==> src/rtl/load_store_unit.sv <==
// Load/store unit between the EX-stage ALU result and a word-indexed data memory.
// Services LB/LBU/LH/LHU/LW/SB/SH/SW. Sub-word stores run as a two-cycle
// read-modify-write that stalls the requester. Load data is returned registered.
// Optional build macro: LSU_ALIGN_CHECK_EN (flags misaligned / reserved-size accesses).
module load_store_unit #(
  parameter int unsigned MEM_WORDS  = 128,
  parameter int unsigned WORD_IDX_W = 7
) (
  input  logic        clk,
  input  logic        rst,
  input  logic        req_valid,
  input  logic        req_write,
  input  logic [1:0]  req_size,
  input  logic        req_signed,
  input  logic [31:0] req_addr,
  input  logic [31:0] req_wdata,
  output logic        stall,
  output logic        resp_valid,
  output logic [31:0] load_data,
  output logic        addr_error,
  output logic [31:0] mem_addr,
  output logic        mem_write,
  output logic [31:0] mem_wdata,
  input  logic [31:0] mem_rdata
);

  localparam logic [1:0] SZ_BYTE = 2'b00;
  localparam logic [1:0] SZ_HALF = 2'b01;
  localparam logic [1:0] SZ_WORD = 2'b10;
  localparam logic [1:0] SZ_RSVD = 2'b11;

  // Index width must cover the memory exactly.
  if ((1 << WORD_IDX_W) != MEM_WORDS) begin : g_bad_cfg
    $error("load_store_unit: 2**WORD_IDX_W must equal MEM_WORDS");
  end

  typedef enum logic {
    IDLE,
    RMW_WR
  } state_t;

  state_t                state, state_nxt;
  logic [WORD_IDX_W-1:0] req_idx;
  logic [WORD_IDX_W-1:0] rmw_idx, rmw_idx_nxt;
  logic [31:0]           rmw_data, rmw_data_nxt;
  logic [31:0]           load_data_nxt;
  logic                  resp_valid_nxt;
  logic                  addr_error_nxt;
  logic [7:0]            byte_sel;
  logic [15:0]           half_sel;
  logic [31:0]           lane_ext;
  logic [31:0]           merged;
  logic                  is_subword;
  logic                  misaligned;
  logic                  unused_addr_hi;

  // Upper address bits wrap away: the memory only sees the low word index.
  assign req_idx        = req_addr[WORD_IDX_W+1:2];
  assign unused_addr_hi = &{1'b0, req_addr[31:WORD_IDX_W+2]};
  assign is_subword     = (req_size == SZ_BYTE) || (req_size == SZ_HALF);
  assign stall          = (state == RMW_WR);

`ifdef LSU_ALIGN_CHECK_EN
  // Halves need even addresses, words need 4-byte alignment, size 11 is illegal.
  assign misaligned = ((req_size == SZ_HALF) && req_addr[0])
                   || ((req_size == SZ_WORD) && (req_addr[1:0] != 2'b00))
                   || (req_size == SZ_RSVD);
`else
  assign misaligned = 1'b0;
`endif

  // Select the addressed byte and halfword lanes of the memory read data.
  always_comb begin
    byte_sel = mem_rdata[7:0];
    case (req_addr[1:0])
      2'd0:    byte_sel = mem_rdata[7:0];
      2'd1:    byte_sel = mem_rdata[15:8];
      2'd2:    byte_sel = mem_rdata[23:16];
      default: byte_sel = mem_rdata[31:24];
    endcase
    half_sel = req_addr[1] ? mem_rdata[31:16] : mem_rdata[15:0];
  end

  // Extend the selected lane to a full load result.
  always_comb begin
    lane_ext = mem_rdata;
    case (req_size)
      SZ_BYTE: lane_ext = {{24{req_signed & byte_sel[7]}}, byte_sel};
      SZ_HALF: lane_ext = {{16{req_signed & half_sel[15]}}, half_sel};
      default: lane_ext = mem_rdata;
    endcase
  end

  // Merge sub-word store data into the word just read for the RMW write-back.
  always_comb begin
    merged = mem_rdata;
    if (req_size == SZ_BYTE) begin
      case (req_addr[1:0])
        2'd0:    merged[7:0]   = req_wdata[7:0];
        2'd1:    merged[15:8]  = req_wdata[7:0];
        2'd2:    merged[23:16] = req_wdata[7:0];
        default: merged[31:24] = req_wdata[7:0];
      endcase
    end else if (req_addr[1]) begin
      merged[31:16] = req_wdata[15:0];
    end else begin
      merged[15:0] = req_wdata[15:0];
    end
  end

  // Next-state, registered-output next values and the memory interface.
  always_comb begin
    state_nxt      = state;
    rmw_idx_nxt    = rmw_idx;
    rmw_data_nxt   = rmw_data;
    resp_valid_nxt = 1'b0;
    load_data_nxt  = load_data;
    addr_error_nxt = 1'b0;
    mem_addr       = 32'(req_idx);
    mem_wdata      = req_wdata;
    mem_write      = 1'b0;

    case (state)
      IDLE: begin
        if (req_valid) begin
          if (misaligned) begin
            resp_valid_nxt = 1'b1;
            addr_error_nxt = 1'b1;
            load_data_nxt  = 32'd0;
          end else if (!req_write) begin
            resp_valid_nxt = 1'b1;
            load_data_nxt  = lane_ext;
          end else if (!is_subword) begin
            mem_write      = 1'b1;
            resp_valid_nxt = 1'b1;
            load_data_nxt  = 32'd0;
          end else begin
            rmw_idx_nxt  = req_idx;
            rmw_data_nxt = merged;
            state_nxt    = RMW_WR;
          end
        end
      end
      RMW_WR: begin
        mem_addr       = 32'(rmw_idx);
        mem_wdata      = rmw_data;
        mem_write      = 1'b1;
        resp_valid_nxt = 1'b1;
        load_data_nxt  = 32'd0;
        state_nxt      = IDLE;
      end
      default: state_nxt = IDLE;
    endcase

    // A reset cycle never writes memory, which also drops a pending RMW.
    if (rst) begin
      mem_write = 1'b0;
    end
  end

  // State and registered outputs.
  always_ff @(posedge clk) begin
    if (rst) begin
      state      <= IDLE;
      rmw_idx    <= '0;
      rmw_data   <= 32'd0;
      resp_valid <= 1'b0;
      load_data  <= 32'd0;
      addr_error <= 1'b0;
    end else begin
      state      <= state_nxt;
      rmw_idx    <= rmw_idx_nxt;
      rmw_data   <= rmw_data_nxt;
      resp_valid <= resp_valid_nxt;
      load_data  <= load_data_nxt;
      addr_error <= addr_error_nxt;
    end
  end

endmodule

==> config.mk <==
export PLATFORM = sky130hd
export DESIGN_NAME = load_store_unit
export DESIGN_NICKNAME = d
export VERILOG_FILES = /design/src/rtl/load_store_unit.sv
export SDC_FILE = /design/constraint.sdc
export NUM_CORES = 1
export LEC_CHECK = 0
export CORE_ASPECT_RATIO = 1.75
export CORE_UTILIZATION = 42
export CTS_BUF_LIST = sky130_fd_sc_hd__clkbuf_4
export DETAILED_ROUTE_END_ITERATION = 8
export PLACE_DENSITY = 0.87
export SETUP_SLACK_MARGIN = 0.5
export SKIP_CTS_REPAIR_TIMING = 1
export SYNTH_ARGS = -nofsm -noshare
export SYNTH_HDL_FRONTEND = slang
export SYNTH_SLANG_ARGS = --single-unit
==> constraint.sdc <==
create_clock -name clk -period 1.8 [get_ports clk]
set_input_delay 0.27 -clock clk [delete_from_list [all_inputs] [get_ports clk]]
set_output_delay 0.27 -clock clk [all_outputs]
set_load 0.01 [all_outputs]
### After elaboration in Yosys (flattened, before gate mapping)

Index checks and enable logic that the tools add are counted.

* register bits: 73
* input port bits: 103
* output and inout port bits: 100
* logic and storage cells: 47

* equality and inequality tests: 5
* multiplexer cells: 28
* bitwise gates (word level): 3
* reduce and logical (&&, ||, !) cells: 6

Operator list (count)
* $mux W32: 5
* $pmux W32 S2: 2
* $mux W16: 3
* $mux W8: 4
* $pmux W8 S3: 1
* $mux W1: 9
* $mux W7: 1
* $pmux W1 S2: 3
* $eq A2 B1 Y1 const B: 2
* $logic_not A2 Y1: 2
* $reduce_and A4 Y1: 1
* $ne A3 B3 Y1 const B: 1
* $reduce_or A3 Y1: 1
* $and A1 B1 Y1: 2
* $eq A2 B2 Y1 const B: 1
* $ne A2 B2 Y1 const B: 1
* $reduce_and A2 Y1: 1
* $logic_or A1 B1 Y1: 1
* $not A1 Y1: 1

### Longest topological paths before layout

* depth after elaboration: 7
* depth in mapped cells: 7
* mapped depth without buffers: 4

### Least setup slack after synthesis

Ideal clock, no wire load.

* kind: flip-flop to flip-flop
* start point: register state (netlist: stall)
* end point: register load_data[22]
* library setup time: 0.059 ns
* data arrival time: 1.645 ns
* required time: 1.741 ns
* slack: 0.096 ns
* cell stages (with the launch flop): 7
* buffers on the path: 2
* period minus slack after synthesis: 1.704 ns
* path through: dfxtp_1 > buf_6 > nor4b_4 > nand3_2 > a211oi_4 > buf_6 > a221o_1

* word-level cells in the longest chain between the ends: 3
* elaborated cells between the ends (all ways): 5
* those cells by class: eq/ne (2); mux (1); bitwise (1); reduce/logical (1)

Ends and longest elaborated chain
* start, declared: RTL line 42 `state_t state, state_nxt;`
* start signal, assigned: RTL line 171 `state <= state_nxt;`
* $not A1 Y1
* $ne A3 B3 Y1 (no line) / $ne A2 B2 Y1 (equally long branches)
* $reduce_and A2 Y1 (no line)
* end signal, assigned: RTL line 175 `load_data <= load_data_nxt;`
* end, declared: RTL line 19 `output logic [31:0] load_data,`

Several ways; a longest one is shown, not always the timed one.
A chain may end at the register's enable or synchronous reset.

### Final worst setup path

* start point: register state (netlist: stall)
* end point: output mem_wdata[3]

* word-level cells in the longest chain between the ends: 1

Ends and longest elaborated chain
* $mux W32: RTL line 123 `case (state)`
* end, declared: RTL line 23 `output logic [31:0] mem_wdata,`

No other way between the ends.

==> results.tsv <==
stage	metric	value	unit
status	status	complete, but fails checks	
status	failing checks	setup timing	
synthesis	dominant synthesized flop cell	dfxtp_1	
synthesis	synthesized area	4110	µm²
synthesis	Synth Instances	453	
route	Initial DRT Pass Iterations	5	
power	Pint	2.983	mW
synthesis	Post-synth top cells	73 x dfxtp_1, 39 x mux2_2, 39 x nor2_1	
power	Clock Power Share	27.6	%
setup_path	worst r2r src	stall	
power	Pleak	3.582	nW
setup_path	Startpoint Class	flip-flop	
sta	RSZ-0062 raised after global routing	true	
clocking	CTS tree	done	
sta	final worst setup slack	-0.08835	ns
die	Die H	132.9	µm
global_routing	first-pass GRT wire length	23.63	mm
global_routing	GRT overflow	0	
global_routing	met2 Use GR	53.52	%
sta	Max Freq	529.6	MHz
synthesis	number of enable flip-flop cells after synthesis	0	
route	DRC	0	
synthesis	Compound-Gate Fraction of Synth Area	25.51	%
synthesis	most common cell in the synthesized netlist	dfxtp_1	
synthesis	Synth cell types	44	
die	Core Rows	47	
synthesis	post-synthesis simple-gate area fraction	15.92	%
placed_design	DPL Wire Length	11.91	mm
synthesis	cell taking the most area after synthesis	dfxtp_1	
worst_hold_path	min-delay src	mem_rdata[31]	
finish	P&R area growth vs syn	78.93	%
synthesis	Adder-Cell Fraction of Synth Area	0	%
global_routing	antenna violations before repair	1	
global_routing	GR Util met1	31.57	%
power	power per cell area	583.7	nW/µm²
power	Comb pwr share	31.7	%
finish	final cell utilization of the core	77.68	%
clocking	CTS root buf	clkbuf_4	
setup_path	RR Endpoint	rmw_data[14]	
die	core area	9468	µm²
setup_path	required time worst endpoint	1.53	ns
clocking	CTS max path bufs	2	
synthesis	post-synthesis mux area share	13.67	%
worst_hold_path	Hold Crit Class	primary input to flip-flop	
global_routing	met3 GRT Util	4.414	%
route	post-route ant nets	0	
placed_design	placer congestion estimate	0.9961	
route	vias	4967	
clocking	Reg clk slew, reported paths	0.12	ns
route	Routed WL per cell	23.51	µm
power	sequential share of power	40.7	%
setup_path	crit end category	output port	
synthesis	Synth Area per Inst	9.073	µm²
synthesis	#FFs+latches synth	73	
job	max_cap viols	0	
synthesis	Yosys top cell area share	35.56	%
setup_path	Arrival @ worst endpoint	1.62	ns
route	average via count per standard cell	6.163	
setup_path	R2R Setup Slk	0.07	ns
sta	Tcrit/Tclk final	104.9	%
worst_hold_path	Hold Path Cell Cnt	3	
finish	share of layout cells above drive strength 1	38.07	%
finish	Final #Nets	781	
die	Initial Util	43.41	%
synthesis	largest family of logic cells by synthesized area	compound AO/OA/AOI/OAI gates	
power	final total power	4.293	mW
route	DR iter-0 viols	444	
sta	Final Hold Viols	0	
setup_path	Max FO, Critical Path	6	
global_routing	GRT busiest layer	met2	
die	die width	76.78	µm
clocking	cts bufs inserted	9	
sta	setup_tns	-0.7723	ns
power	Max VDD drop	564.2	µV
sta	Final Setup Violations	34	
die	Ports	203	
sta	Final Skew	0.01267	ns
global_routing	All-Layer GR Usage	30.20	%
worst_hold_path	WHS Endpoint	load_data[31]	
clocking	Num Clock Sinks	73	
placed_design	I/O Buffers	153	
sta	max-slew violations	0	
clocking	Clock H-tree levels	3	
synthesis	synth top area cells	dfxtp_1 36%, mux2_2 11%, a221o_1 5.4%, buf_4 5.1%, a221oi_1 4.7%	
synthesis	fraction of registers with async set/reset	0	%
setup_path	Crit Path Class	flip-flop to output port	
sta	Tmin final	1.888	ns
clocking	Clk Latency, worst-skew pair	0.45	ns
power	switching part of the total power	30.51	%
global_routing	pin count of the biggest net entering global routing	32	
global_routing	number of global-route vias before repair	4501	
synthesis	Ys Warns	0	
synthesis	Post-Synth XOR/XNOR Area	0	%
route	Routed WL	18.95	mm
synthesis	register area share after synthesis	35.56	%
setup_path	worst reg2reg path depth	9	
die	DIE AREA	10200	µm²
power	Net Switching	1.310	mW
[per-layer routing]
layer	wire, µm	vias to the layer above
met5	0	-
met4	1462	0
met3	1238	99
met2	10040	343
met1	6211	2404
li1	-	2121
[layout make-up]
class	instances	area (µm²)
multi-input cells	340	2889
clock buffers	10	75.07
well taps	122	152.6
flip-flops and latches	73	1469
diodes	1	2.502
clock inverters	6	82.58
repair buffers	252	2676
fillers	587	2113
inverters	2	7.507
[cell families (layout without fill, tap and decap cells)]
kind of cell | Yosys count | in the layout
other cells | 1 | 27
compound gates | 134 | 134
mux | 50 | 50
simple gates | 128 | 130
flops | 73 | 73
buf+inv | 67 | 270
[per-stage QoR]
step           setup WS [ns]  cells  cell area (µm²)  hold slack [ns]
6_report            -0.08835    806             7355           0.3223
5_1_grt              -0.1292    806             7355           0.3223
3_3_place_gp         -0.3044    760             6270           0.4435
4_1_cts              -0.3846    776             6427           0.3071
2_1_floorplan         0.1688    478             4447           0.4089
3_5_place_dp         -0.3527    760             6270           0.4466
[worst max-delay path by stage]
| stage | slack (ns) | end | from | cells past startpoint |
|---|---|---|---|---|
| floorplan | 0.17 | load_data[16] | stall | 6 |
| global placement | -0.30 | load_data[16] | req_addr[1] | 6 |
| detailed placement | -0.35 | load_data[22] | req_addr[1] | 6 |
| CTS | -0.38 | mem_wdata[3] | stall | 3 |
| global route | -0.13 | mem_wdata[3] | stall | 3 |
| finish | -0.09 | mem_wdata[3] | stall | 3 |
[registers in the layout (all words and copies together), names as in the netlist]
signal	cells
rmw_data	32
load_data	32
rmw_idx	7
stall	1
resp_valid	1
[cell usage in the layout, fill, tap and decap left out, drive strengths merged, types with 15 or more instances in the layout]
cell type	netlist	final
conb	1	26
clkdlybuf4s50	0	74
buf	37	134
dlymetal6s2s	0	39
a21oi	22	22
nand2	25	25
a221o	22	22
clkbuf	28	15
mux2	39	39
nor2	40	40
dfxtp	73	73
nor3	23	23
a221oi	22	22
[power by group through the flow]
| stage | Sequential (mW) | Clock, mW | Combinational (mW) |
|---|---|---|---|
| 3_3_place_gp | 1.77 | 0 | 1.11 |
| 6_report | 1.75 | 1.18 | 1.36 |
| 4_1_cts | 1.74 | 1.17 | 1.13 |
| 5_1_grt | 1.75 | 1.26 | 1.41 |
| 2_1_floorplan | 1.78 | 0 | 0.536 |
| 3_5_place_dp | 1.78 | 0 | 1.12 |
[worst max-delay path, stage by stage (launching register included)]
cell,delay [ns]
dfxtp_4,0.41
buf_4,0.17
mux2_2,0.40
dlymetal6s2s_1,0.19
Power figures use the tool's default switching activity.
